File: src/rtl/pipelined_addsub.sv
// Pipelined N-bit adder/subtractor. The carry chain is cut into STAGES chunk-wide
// registered segments, and the whole pipe advances only when the output slot frees up.
module pipelined_addsub #(
  parameter int N      = 32,
  parameter int STAGES = 4   // N must be a multiple of STAGES
) (
  input  logic         clk,
  input  logic         rst_n,
  input  logic         flush,
  input  logic         in_valid,
  output logic         in_ready,
  input  logic [N-1:0] a,
  input  logic [N-1:0] b,
  input  logic         sub,
  output logic         out_valid,
  input  logic         out_ready,
  output logic [N-1:0] sum,
  output logic         cout,
  output logic         ovf,
  output logic         zero
);

  localparam int W = N / STAGES;

  logic en;
  logic ovf_q;
  logic zero_q;

  assign en       = !out_valid || out_ready;
  assign in_ready = en;

  genvar gi;
  generate
    for (gi = 0; gi < STAGES; gi++) begin : g_stage
      // Operands entering stage gi hold only the chunks not yet consumed; bit 0 is chunk gi.
      logic [N-gi*W-1:0]   a_in;
      logic [N-gi*W-1:0]   b_in;
      logic                cin;
      logic                valid_in;
      logic                sub_in;
      logic [W-1:0]        a_chunk;
      logic [W-1:0]        b_chunk;
      logic [W:0]          ext;
      logic [(gi+1)*W-1:0] res_d;
      logic [(gi+1)*W-1:0] res_q;
      logic                carry_q;
      logic                valid_q;

      if (gi == 0) begin : g_head
        assign a_in     = a;
        assign b_in     = b;
        assign cin      = sub;
        assign valid_in = in_valid;
        assign sub_in   = sub;
        assign res_d    = ext[W-1:0];
      end else begin : g_link
        assign a_in     = g_stage[gi-1].g_fwd.a_q;
        assign b_in     = g_stage[gi-1].g_fwd.b_q;
        assign cin      = g_stage[gi-1].carry_q;
        assign valid_in = g_stage[gi-1].valid_q;
        assign sub_in   = g_stage[gi-1].g_fwd.sub_q;
        assign res_d    = {ext[W-1:0], g_stage[gi-1].res_q};
      end

      // Subtract is A + ~B + 1: each stage inverts its own chunk, stage 0 injects the +1.
      assign a_chunk = a_in[W-1:0];
      assign b_chunk = b_in[W-1:0] ^ {W{sub_in}};
      assign ext     = {1'b0, a_chunk} + {1'b0, b_chunk} + {{W{1'b0}}, cin};

      always_ff @(posedge clk or negedge rst_n) begin
        if (!rst_n) begin
          valid_q <= 1'b0;
          carry_q <= 1'b0;
          res_q   <= '0;
        end else begin
          if (flush) begin
            valid_q <= 1'b0;
          end else if (en) begin
            valid_q <= valid_in;
          end
          if (en) begin
            carry_q <= ext[W];
            res_q   <= res_d;
          end
        end
      end

      if (gi < STAGES - 1) begin : g_fwd
        logic [N-(gi+1)*W-1:0] a_q;
        logic [N-(gi+1)*W-1:0] b_q;
        logic                  sub_q;

        always_ff @(posedge clk or negedge rst_n) begin
          if (!rst_n) begin
            a_q   <= '0;
            b_q   <= '0;
            sub_q <= 1'b0;
          end else if (en) begin
            a_q   <= a_in[N-gi*W-1:W];
            b_q   <= b_in[N-gi*W-1:W];
            sub_q <= sub_in;
          end
        end
      end

      if (gi == STAGES - 1) begin : g_tail
        // Carry into the MSB recovered from the MSB sum bit and its two operand bits.
        logic msb_cin;
        assign msb_cin = ext[W-1] ^ a_chunk[W-1] ^ b_chunk[W-1];

        always_ff @(posedge clk or negedge rst_n) begin
          if (!rst_n) begin
            ovf_q  <= 1'b0;
            zero_q <= 1'b0;
          end else if (en) begin
            ovf_q  <= msb_cin ^ ext[W];
            zero_q <= (res_d == '0);
          end
        end
      end
    end
  endgenerate

  assign out_valid = g_stage[STAGES-1].valid_q;
  assign sum       = g_stage[STAGES-1].res_q;
  assign cout      = g_stage[STAGES-1].carry_q;
  assign ovf       = ovf_q;
  assign zero      = zero_q;

endmodule

File: config.mk
export PLATFORM = sky130hd
export DESIGN_NAME = pipelined_addsub
export DESIGN_NICKNAME = d
export VERILOG_FILES = /design/src/rtl/pipelined_addsub.sv
export SDC_FILE = /design/constraint.sdc
export NUM_CORES = 1
export LEC_CHECK = 0
export ABC_AREA = 1
export CORE_MARGIN = 8
export CORE_UTILIZATION = 58
export CTS_CLUSTER_DIAMETER = 40
export CTS_CLUSTER_SIZE = 10
export DETAILED_ROUTE_END_ITERATION = 10
export HOLD_SLACK_MARGIN = 0.08
export MAX_ROUTING_LAYER = met4
export PLACE_DENSITY = 0.83
export SLEW_MARGIN = 20
export SYNTH_ARGS = -nofsm -noshare
export SYNTH_HDL_FRONTEND = slang
export SYNTH_SLANG_ARGS = --single-unit
File: constraint.sdc
create_clock -name clk -period 6.4 [get_ports clk]
set_input_delay 0.96 -clock clk [delete_from_list [all_inputs] [get_ports clk]]
set_output_delay 0.96 -clock clk [all_outputs]
set_load 0.01 [all_outputs]
==> impl_results.md, run 1 <==
* Number of instances in the synthesized netlist at 1017
* Post-synth net total at 1123
* Minimum setup slack among reg-to-reg paths at 3640 ps
* Largest driver fanout on the critical path at 88
* Flip-flop cell with the highest count after synthesis: sky130_fd_sc_hd__dfrtp_1
* Maximum clock skew at final layout at 7.55 ps
* Die Y-Extent at 139 um
* Number of clock buffers inserted by TritonCTS at 17
* Area growth syn-to-layout at 17.8%
* Clock net sink count at 189
* Min cycle time layout at 3800 ps
* CTS H-tree depth at 4
* Peak ir drop on the vdd network at 0.000233 V
* Cell Pwr Density at 314 nW/um2
* Crit-path most repeated cell: sky130_fd_sc_hd__clkdlybuf4s50_1
* Max frequency at 263 MHz
* Fraction of registers with async set or reset after synthesis at 100%
* Status: finished clean
* Post-synthesis sequential area ratio at 53.6%
* Gates resized, CTS repair at 0
* Post-synthesis average cell area at 8.68 um2
* Core Box Area at 15000 um2
* Largest net degree at the start of global routing at 124
* First DRT Iteration DRCs at 495
* Required time reported for the critical path endpoint at 5440 ps
* Wire length per cell at 13.6 um
* Slowest-stage cell, CP: sky130_fd_sc_hd__or2_4
* Aggregate global routing overflow at 0
* Class of the tightest hold or removal check: reg2reg
* Die area at 19400 um2
* Beginning of the worst register-to-register path: out_valid
* Total half-perimeter wirelength after legalization and detailed placement at 12200 um
* Final number of max-transition violations at 0
* Worst-path cell chain: clkdlybuf4s50_1 -> or2_4 -> clkdlybuf4s50_1
* Setup repair after global routing missed its margin: false
* Worst reg-to-reg path cell count at 9
* Number of warnings issued by yosys at 0
* Hold_buf cts at 0
* Via count of the first global-routing pass at 6601
* Summed instance area of the synthesized netlist at 8830 um2
* Total DRC errors in the routed layout at 0
* Post-placement cell area at 9880 um2
* # diodes at 0
* IO Pins at 107
* Final weighted congestion in routability-driven placement at 0.875
* Final setup violation count at 0
* CTS Root Buffer Type: sky130_fd_sc_hd__clkbuf_16
* Worst setup path startpoint: out_ready
* Flop and latch count out of synthesis at 189
* Yosys top cell by area: sky130_fd_sc_hd__dfrtp_1
* DRT Wirelength at 17600 um
* Global-route total usage across every layer at 19.7%
* Fraction of layout instances using a drive strength above 1 at 3.43%
* Critical path capture point type: primary output
* Standard-cell row count at 45
* TNS Setup at 0 ps
* Initial antenna violation count at 0
* Max-slew headroom at 39.2%
* Most instantiated library cell after synthesis: sky130_fd_sc_hd__nand2_1
* Ratio of final minimum period to clock period at 59.4%
* Worst Path Class, Setup: in2out
* Final hold violation count at 0
* Destination of the critical timing path: in_ready
* Summed area of non-filler cells in the final layout at 10400 um2
* Count of input and output buffers at 106
* Worst-case setup margin in the final layout at 2600 ps
* Startpoint types: input port
* Wire length of the first global-routing pass at 30500 um
* Total Power Consumption at 3.26 mW
* Portion of synthesized cell area occupied by the leading cell type at 53.6%
* Remaining number of nets flagged by the antenna check after routing at 0
* Layout Nets at 1206
* LEAKAGE at 5.16 nW
* Buffers from clock root to sink, at most at 2
* Number of maximum-capacitance constraint violations at 0
* Dpl cells at 1269
* Total number of vias at 6646
* Clock transition at the registers of the reported paths at 60 ps
* Worst-skew pair later-pin latency at 430 ps
* DRT Pass-1 Iters at 5
* Synth top area cells: sky130_fd_sc_hd__dfrtp_1 (54%), sky130_fd_sc_hd__nand2_1 (17%), sky130_fd_sc_hd__o21ai_0 (5.3%), sky130_fd_sc_hd__ha_1 (4.1%), sky130_fd_sc_hd__inv_1 (4.0%)
* TritonCTS clock tree: yes
* Number of enable-type register cells in the synthesized netlist at 0
* Mean number of vias per cell at 5.13
* Pre-CTS setup slack at 2580 ps
* Commonest cells post-synth: sky130_fd_sc_hd__nand2_1 (392), sky130_fd_sc_hd__dfrtp_1 (189), sky130_fd_sc_hd__o21ai_0 (94), sky130_fd_sc_hd__inv_1 (93), sky130_fd_sc_hd__xor2_1 (30)
* Slew at the pin closest to its max-slew limit at 912 ps
* Slowest stage delay, CP at 700 ps
* Post-CTS Setup Inserts at 0
* Number of library cell types mapped by synthesis at 34
* Endpoint arrival time on the critical path at 2840 ps
* Worst R2R End: zero
* Die width at 139 um
* Initial standard-cell utilization of the core at 58.7%
* Final Non-Filler Cells at 1296
-- registers in the layout, indices dropped and copies added, names as in the netlist --
signal               cells
g_stage.g_fwd.b_q       48
out_valid                1
g_stage.valid_q          3
cout                     1
g_stage.g_fwd.sub_q      3
zero                     1
ovf                      1
g_stage.g_fwd.a_q       48
g_stage.res_q           48
sum                     32
g_stage.carry_q          3
-- worst min-delay path by stage --
stage	startpoint	endpoint	slack (ps)	depth (start not counted)
CTS	g_stage[1].g_fwd.a_q[10]	g_stage[2].g_fwd.a_q[2]	470	2
finish	sum[11]	sum[11]	470	2
global route	sum[7]	sum[7]	490	2
global placement	sum[4]	sum[4]	460	2
floorplan	g_stage[0].g_fwd.a_q[23]	g_stage[0].g_fwd.a_q[23]	440	2
detailed placement	sum[7]	sum[7]	460	2
-- stage by stage --
stage / hold WS (ps) / utilization [%]
after detailed placement: 458 / 65.7
after global routing: 487 / 69.1
after global placement: 455 / 65.7
after CTS: 470 / 69.1
after floorplan: 442 / -
final: 470 / 69.1
-- cells in the final DEF (no fill, tap or decap) --
cell,instances
sky130_fd_sc_hd__o211ai_1,5
sky130_fd_sc_hd__nand3_2,1
sky130_fd_sc_hd__a21oi_1,26
sky130_fd_sc_hd__nor3_1,1
sky130_fd_sc_hd__or2_2,2
sky130_fd_sc_hd__a21oi_2,1
sky130_fd_sc_hd__nor4_1,2
sky130_fd_sc_hd__nand2_2,2
sky130_fd_sc_hd__nand3_1,27
sky130_fd_sc_hd__xnor2_1,10
sky130_fd_sc_hd__fa_1,7
sky130_fd_sc_hd__nand2_1,392
sky130_fd_sc_hd__nand4_1,8
sky130_fd_sc_hd__o31ai_1,1
sky130_fd_sc_hd__bufinv_16,1
sky130_fd_sc_hd__inv_6,1
sky130_fd_sc_hd__o21ai_1,17
sky130_fd_sc_hd__inv_2,1
sky130_fd_sc_hd__o21ai_0,94
sky130_fd_sc_hd__o21a_1,1
sky130_fd_sc_hd__clkdlybuf4s50_1,105
sky130_fd_sc_hd__o22ai_1,2
sky130_fd_sc_hd__clkbuf_16,17
sky130_fd_sc_hd__xor2_1,30
sky130_fd_sc_hd__clkinv_2,2
sky130_fd_sc_hd__clkbuf_1,5
sky130_fd_sc_hd__clkbuf_8,3
sky130_fd_sc_hd__a31oi_1,3
sky130_fd_sc_hd__o21bai_1,2
sky130_fd_sc_hd__or2_4,1
sky130_fd_sc_hd__nor2_2,2
sky130_fd_sc_hd__nor2_1,19
sky130_fd_sc_hd__dfrtp_1,189
sky130_fd_sc_hd__nand3b_1,1
sky130_fd_sc_hd__inv_1,93
sky130_fd_sc_hd__or2_0,1
sky130_fd_sc_hd__buf_4,4
sky130_fd_sc_hd__ha_1,29
-- kinds of logic (layout without fill, tap and decap cells) --
family | Yosys count | after routing | share of synthesized area [%]
compound gates | 152 | 152 | 8.99
xor+xnor | 40 | 40 | 3.97
fa+ha+maj | 36 | 36 | 5.70
buf+inv | 141 | 232 | 7.23
flops | 189 | 189 | 53.6
simple gates | 459 | 459 | 20.5
-- worst max-delay path, delay by kind of cell --
kind          cells  cell delay (ps)
buf+inv           2             1140
simple gates      1              700
-- per-layer routing --
layer	up-vias	track usage (%)	routed length, um
met5	-	-	0
met4	0	7.68	385
met3	28	4.24	740
met2	129	31.6	8560
met1	3136	24.0	7930
li1	3353	-	-
-- final cells by class --
| type | instances | area [um2] |
|---|---|---|
| Clock buffer | 24 | 472 |
| Inverter | 95 | 362 |
| Sequential cell | 189 | 4730 |
| Multi-Input combinational cell | 687 | 3460 |
| Timing Repair Buffer | 110 | 1090 |
| Clock inverter | 3 | 40.0 |
| Tap cell | 188 | 235 |
| Fill cell | 1172 | 4640 |
-- where the power goes --
| group | switching [mW] | internal (mW) | total, mW |
|---|---|---|---|
| clock network | 0.402 | 0.544 | 0.946 |
| registers | 0.129 | 1.41 | 1.54 |
| logic | 0.406 | 0.371 | 0.777 |
| total | 0.936 | 2.33 | 3.26 |
Note: power is estimated with default switching activity, not from simulation.
==> inputs of run 2 (changes only) <==
--- a/config.mk
+++ b/config.mk
@@ -7,13 +7,13 @@
 export LEC_CHECK = 0
 export ABC_AREA = 1
 export CORE_MARGIN = 8
-export CORE_UTILIZATION = 58
+export CORE_UTILIZATION = 56
 export CTS_CLUSTER_DIAMETER = 40
 export CTS_CLUSTER_SIZE = 10
 export DETAILED_ROUTE_END_ITERATION = 10
 export HOLD_SLACK_MARGIN = 0.08
 export MAX_ROUTING_LAYER = met4
-export PLACE_DENSITY = 0.83
+export PLACE_DENSITY = 0.8
 export SLEW_MARGIN = 20
 export SYNTH_ARGS = -nofsm -noshare
 export SYNTH_HDL_FRONTEND = slang
==> constraint.sdc (replaced) <==
create_clock -name clk -period 3.95 [get_ports clk]
set_input_delay 0.5925 -clock clk [delete_from_list [all_inputs] [get_ports clk]]
set_output_delay 0.5925 -clock clk [all_outputs]
set_load 0.01 [all_outputs]
==> run 2 against run 1 <==
  * Design area is 1.3% higher
  * Combinational power is 60% higher
  * Count of clock-buffer cells in the layout is 1 higher
  * Core utilization is 1.9 points lower
  * Critical path depth stayed put
==> impl_results.md, run 2 (synthesis results as in run 1) <==
* Status: finished clean
* Remaining number of nets flagged by the antenna check after routing at 0 (unchanged)
* DRT Wirelength at 17300 um (-1.7%)
* Peak ir drop on the vdd network at 0.000341 V (+46%)
* DRT Pass-1 Iters at 5 (unchanged)
* Aggregate global routing overflow at 0 (unchanged)
* Total DRC errors in the routed layout at 0 (unchanged)
* Pre-CTS setup slack at 1170 ps (-1410 ps)
* Top Registers: g_stage.g_fwd.a_q: 48 flops, g_stage.g_fwd.b_q: 48 flops, g_stage.res_q: 48 flops
* Worst Path Class, Setup: in2out
* Max-slew headroom at 53.9% (+15 points)
* CTS Root Buffer Type: sky130_fd_sc_hd__clkbuf_16
* Hold_buf cts at 0 (unchanged)
* Final number of max-transition violations at 0 (unchanged)
* Count of input and output buffers at 106 (unchanged)
* Post-CTS Setup Inserts at 0 (unchanged)
* Leading cell type in the layout, fill and taps excluded: sky130_fd_sc_hd__nand2_1
* CTS H-tree depth at 4 (unchanged)
* Initial antenna violation count at 0 (unchanged)
* Initial standard-cell utilization of the core at 56.4% (-2.3 points)
* WHS at 174 ps (-295 ps)
* Setup repair after global routing missed its margin: false
* First DRT Iteration DRCs at 432 (-13%)
* Die area at 20000 um2 (+3.2%)
* # diodes at 0 (unchanged)
* Highest Signal Layer: met4
* Standard-cell row count at 46 (+2.2%)
* Clock transition at the registers of the reported paths at 60 ps (about the same)
* Final Non-Filler Cells at 1329 (+2.5%)
* Slowest stage delay, CP at 650 ps (-50 ps)
* Mean number of vias per cell at 4.97 (-3.1%)
* Startpoint types: input port
* Die Y-Extent at 142 um (+1.6%)
* Area growth syn-to-layout at 19.2%
* Total number of vias at 6607 (-0.59%)
* Class of the tightest hold or removal check: in2async
* Cell Pwr Density at 509 nW/um2 (+62%)
* Maximum clock skew at final layout at 7.51 ps (-0.0407 ps)
* Number of maximum-capacitance constraint violations at 0 (unchanged)
* Via count of the first global-routing pass at 6414 (-2.8%)
* LEAKAGE at 5.19 nW (+0.56%)
* Final setup violation count at 0 (unchanged)
* Slew at the pin closest to its max-slew limit at 692 ps (-220 ps)
* Crit-path most repeated cell: sky130_fd_sc_hd__clkdlybuf4s50_1
* Layout Nets at 1207 (+0.083%)
* Dpl cells at 1298 (+2.3%)
* Minimum setup slack among reg-to-reg paths at 1490 ps (-2150 ps)
* Core Box Area at 15700 um2 (+4.1%)
* Gates resized, CTS repair at 0 (unchanged)
* TNS Setup at 0 ps (unchanged)
* Worst-path cell chain: clkdlybuf4s50_1 -> or2_4 -> clkdlybuf4s50_1
* Leading cell types in the layout, fill and taps excluded: sky130_fd_sc_hd__nand2_1 (392), sky130_fd_sc_hd__dfrtp_1 (189), sky130_fd_sc_hd__clkdlybuf4s50_1 (105)
* Routed length on met1 at 8030 um (+1.3%)
* Buffers from clock root to sink, at most at 2 (unchanged)
* Max frequency at 358 MHz
* Met3 WL at 710 um (-4.1%)
* Endpoint arrival time on the critical path at 2200 ps (-640 ps)
* Met2 wirelength from detailed routing at 8260 um (-3.5%)
* Required time reported for the critical path endpoint at 3360 ps (-2080 ps)
* TritonCTS clock tree: yes
* Wire length per cell at 13.0 um (-4.1%)
* Die width at 142 um (+1.6%)
* Wire length of the first global-routing pass at 29300 um (-3.9%)
* Critical path buffers and inverters at 2 (unchanged)
* IO Pins at 107 (unchanged)
* Crit-path leading delay family: buffers and inverters
* Largest driver fanout on the critical path at 53 (-40%)
* Fraction of layout instances using a drive strength above 1 at 3.68% (+0.25 points)
* Worst-skew pair later-pin latency at 420 ps (about the same)
* Slowest-stage cell, CP: sky130_fd_sc_hd__clkdlybuf4s50_1
* Largest net degree at the start of global routing at 134 (+8.1%)
* Min cycle time layout at 2790 ps
* Worst-case setup margin in the final layout at 1160 ps (-1440 ps)
* Final weighted congestion in routability-driven placement at 0.828 (-5.4%)
* Total Power Consumption at 5.36 mW (+64%)
* Final hold violation count at 0 (unchanged)
* Critical path capture point type: primary output
* Ratio of final minimum period to clock period at 70.7%
* Number of clock buffers inserted by TritonCTS at 17 (unchanged)
* Clock net sink count at 189 (unchanged)
* Total half-perimeter wirelength after legalization and detailed placement at 12200 um (+0.20%)
* Global-route total usage across every layer at 18.6% (-1.1 points)
==> run 2: cell types whose count changed in the layout (fill, tap and decap cells not counted), moves of 2 or more <==
cell,before,now
sky130_fd_sc_hd__buf_12,0,4
sky130_fd_sc_hd__buf_4,4,1
sky130_fd_sc_hd__clkinvlp_4,0,3
sky130_fd_sc_hd__clkbuf_1,5,7
==> run 2: per-layer routing <==
layer,global-route usage (%),up-vias
met1,23.6,3091
met5,-,-
met3,3.13,23
li1,-,3364
met4,6.90,0
met2,29.7,129
==> run 2: where the power goes <==
part           internal (mW)  switching (mW)
Sequential              2.29           0.209
Clock                  0.945           0.675
Combinational          0.601           0.642
Total                   3.83            1.53
==> run 2: layout make-up <==
class                           instances  area, um2
Clock buffer                           25        465
Clock inverter                          6       87.6
Fill cell                            1300       5130
Inverter                               95        359
Multi-Input combinational cell        687       3460
Sequential cell                       189       4730
Tap cell                              216        270
Timing Repair Buffer                  111       1150
==> run 2: final timing paths <==
path / endpoint / cells past startpoint / startpoint
min in group clk: sum[8] / 2 / sum[8]
max in group asynchronous: cout / 2 / rst_n
hold / removal: g_stage[1].g_fwd.b_q[4] / 1 / rst_n
hold reg to reg: sum[8] / 2 / sum[8]
setup / recovery: in_ready / 3 / out_ready
setup reg to reg: zero / 10 / g_stage[2].g_fwd.sub_q
==> run 2: stage by stage <==
| step | utilization, % | area (um2) |
|---|---|---|
| finish | 67.2 | 10500 |
| global route | 67.2 | 10500 |
| CTS | 67.2 | 10500 |
| detailed placement | 63.7 | 9970 |
| global placement | 63.7 | 9970 |
| floorplan | - | 8830 |
==> inputs of run 3 (changes only) <==
==> constraint.sdc (replaced) <==
create_clock -name clk -period 2.7 [get_ports clk]
set_input_delay 0.405 -clock clk [delete_from_list [all_inputs] [get_ports clk]]
set_output_delay 0.405 -clock clk [all_outputs]
set_load 0.01 [all_outputs]
==> run 3 against run 2 <==
  * Routed wire length is 4.1% higher
  * Combinational power is 50% higher
  * Cell count is 0.38% higher
  * Sequential share of layout area is 0.77 points lower
  * Total power is 53% higher
  * Clock power is 68% higher
  * Setup slack worse by 700 ps
  * Highest routed layer unchanged
==> impl_results.md, run 3 (synthesis results as in run 1) <==
* Final number of max-transition violations at 0 (unchanged)
* Wire length per cell at 13.5 um (+3.8%)
* Layout Nets at 1214 (+0.58%)
* Final Non-Filler Cells at 1334 (+0.38%)
* Clock network power share at 33.1% (+2.9 points)
* Aggregate global routing overflow at 0 (unchanged)
* Fraction of power consumed by combinational cells at 22.6% (-0.6 points)
* Relative contribution of sequential cells to total power at 44.3% (-2.3 points)
* Die width at 142 um (unchanged)
* WHS at 473 ps (+298 ps)
* Wire length of the first global-routing pass at 30600 um (+4.3%)
* GRT met3 Usage at 3.53% (+0.40 points)
* Die Y-Extent at 142 um (unchanged)
* Worst Path Class, Setup: reg2reg
* Maximum clock skew at final layout at 10.3 ps (+2.83 ps)
* Worst-skew pair later-pin latency at 440 ps (+20 ps)
* Largest driver fanout on the critical path at 3 (-94%)
* Final setup violation count at 0 (unchanged)
* # fillers at 1259 (-3.2%)
* CTS Root Buffer Type: sky130_fd_sc_hd__clkbuf_16
* Peak ir drop on the vdd network at 0.000520 V (+53%)
* Buffers from clock root to sink, at most at 2 (unchanged)
* Clock transition at the registers of the reported paths at 60 ps (about the same)
* DRT Wirelength at 18000 um (+4.1%)
* Final hold violation count at 0 (unchanged)
* Endpoint arrival time on the critical path at 2620 ps (+420 ps)
* Status: finished clean
* Cell Pwr Density at 768 nW/um2 (+51%)
* Beginning of the worst register-to-register path: g_stage[2].g_fwd.b_q[0]
* Min cycle time layout at 2250 ps
* Total DRC errors in the routed layout at 0 (unchanged)
* Total half-perimeter wirelength after legalization and detailed placement at 12500 um (+2.5%)
* Critical path capture point type: register
* CTS H-tree depth at 4 (unchanged)
* Switching component of the power at 2.27 mW (+48%)
* Global-route total usage across every layer at 19.5% (+0.88 points)
* Die area at 20000 um2 (unchanged)
* Startpoint types: register
* Worst R2R End: zero
* Setup repair after global routing missed its margin: false
* Depth of the worst hold-timing path at 2
* Ratio of final minimum period to clock period at 83.2%
* Worst-case setup margin in the final layout at 453 ps (-704 ps)
* Class of the tightest hold or removal check: reg2reg
* Worst reg-to-reg path cell count at 10 (unchanged)
* Switching portion of total power at 27.5% (-0.93 points)
* Count of input and output buffers at 106 (unchanged)
* Internal at 5.96 mW (+55%)
* First DRT Iteration DRCs at 400 (-7.4%)
* Largest net degree at the start of global routing at 134 (unchanged)
* Via count of the first global-routing pass at 6493 (+1.2%)
* GR met1 Demand/Resource at 24.4% (+0.82 points)
* Final core utilization at 68.4% (+1.2 points)
* Slew at the pin closest to its max-slew limit at 534 ps (-157 ps)
* Required time reported for the critical path endpoint at 3070 ps (-290 ps)
* IO Pins at 107 (unchanged)
* Hold_buf cts at 1 (+1)
* Number of maximum-capacitance constraint violations at 0 (unchanged)
* Mean number of vias per cell at 4.98 (+0.20%)
* Initial antenna violation count at 0 (unchanged)
* Standard-cell row count at 46 (unchanged)
* Remaining number of nets flagged by the antenna check after routing at 0 (unchanged)
* TritonCTS clock tree: yes
* Destination of the critical timing path: zero
* Most used routing layer in global routing: met2
* Gates resized, CTS repair at 0 (unchanged)
* Max frequency at 445 MHz
* Pre-CTS setup slack at 347 ps (-828 ps)
* LEAKAGE at 5.29 nW (+2.0%)
* Post-CTS Setup Inserts at 0 (unchanged)
* Clock net sink count at 189 (unchanged)
* Number of clock buffers inserted by TritonCTS at 17 (unchanged)
* Core Box Area at 15700 um2 (unchanged)
* # diodes at 0 (unchanged)
* TNS Setup at 0 ps (unchanged)
* Leading cell type in the layout, fill and taps excluded: sky130_fd_sc_hd__nand2_1
* Initial standard-cell utilization of the core at 56.4% (unchanged)
* Top Registers: g_stage.g_fwd.a_q: 48 flops, g_stage.g_fwd.b_q: 48 flops, g_stage.res_q: 48 flops
* Leading cell types in the layout, fill and taps excluded: sky130_fd_sc_hd__nand2_1 (392), sky130_fd_sc_hd__dfrtp_1 (189), sky130_fd_sc_hd__clkdlybuf4s50_1 (105)
* Global routing met2 resource utilization at 31.3% (+1.6 points)
* Fraction of layout instances using a drive strength above 1 at 4.56% (+0.88 points)
* Final weighted congestion in routability-driven placement at 0.861 (+4.0%)
* Total number of vias at 6645 (+0.58%)
* Minimum setup slack among reg-to-reg paths at 450 ps (-1040 ps)
* Area growth syn-to-layout at 21.3%
* DRT Pass-1 Iters at 5 (unchanged)
* Max-slew headroom at 64.4% (+10 points)
* Worst setup path startpoint: g_stage[2].g_fwd.b_q[0]
* Dpl cells at 1304 (+0.46%)
## run 3: critical path, stage by stage, from the launching register on
cell and delay [ps]:
sky130_fd_sc_hd__dfrtp_1 390, sky130_fd_sc_hd__xnor2_1 140, sky130_fd_sc_hd__fa_1 400, sky130_fd_sc_hd__fa_1 430, sky130_fd_sc_hd__nand3b_1 170, sky130_fd_sc_hd__nand2_1 130, sky130_fd_sc_hd__xnor2_1 150, sky130_fd_sc_hd__nand2_1 70
sky130_fd_sc_hd__nor2_1 140, sky130_fd_sc_hd__nand4_1 100, sky130_fd_sc_hd__nand2_1 70
## run 3: layer usage
| layer | up-vias | wire length, um |
|---|---|---|
| met5 | - | 0 |
| met4 | 0 | 339 |
| met3 | 27 | 650 |
| met2 | 112 | 8790 |
| met1 | 3128 | 8260 |
| li1 | 3378 | - |
## run 3: power by group through the flow
| stage | Clock [mW] | Combinational (mW) | Sequential (mW) |
|---|---|---|---|
| floorplan | 0 | 0.973 | 3.71 |
| global placement | 0 | 1.81 | 3.67 |
| detailed placement | 0 | 1.86 | 3.69 |
| CTS | 2.77 | 1.88 | 3.65 |
| global route | 2.88 | 2.10 | 3.71 |
| finish | 2.72 | 1.86 | 3.65 |
## run 3: layout make-up
class	instances	area, um2	area share [%]
clock buffers	22	484	4.52
clock inverters	7	160	1.50
inverters	95	359	3.35
multi-input cells	687	3460	32.3
flip-flops and latches	189	4730	44.2
well taps	216	270	2.52
repair buffers	118	1240	11.6
## run 3: metrics by stage
step	area [um2]	power [mW]
after global routing	10700	8.68
after global placement	10100	5.48
final	10700	8.23
after CTS	10700	8.30
after detailed placement	10100	5.55
after floorplan	8830	4.68
## run 3: worst min path at each step
stage | start | end | slack, ps
floorplan | rst_n | cout | 110
global placement | rst_n | g_stage[0].g_fwd.a_q[15] | 430
detailed placement | rst_n | g_stage[0].g_fwd.a_q[15] | 440
CTS | g_stage[0].g_fwd.a_q[23] | g_stage[0].g_fwd.a_q[23] | 480
global route | sum[6] | sum[6] | 490
finish | sum[11] | sum[11] | 470
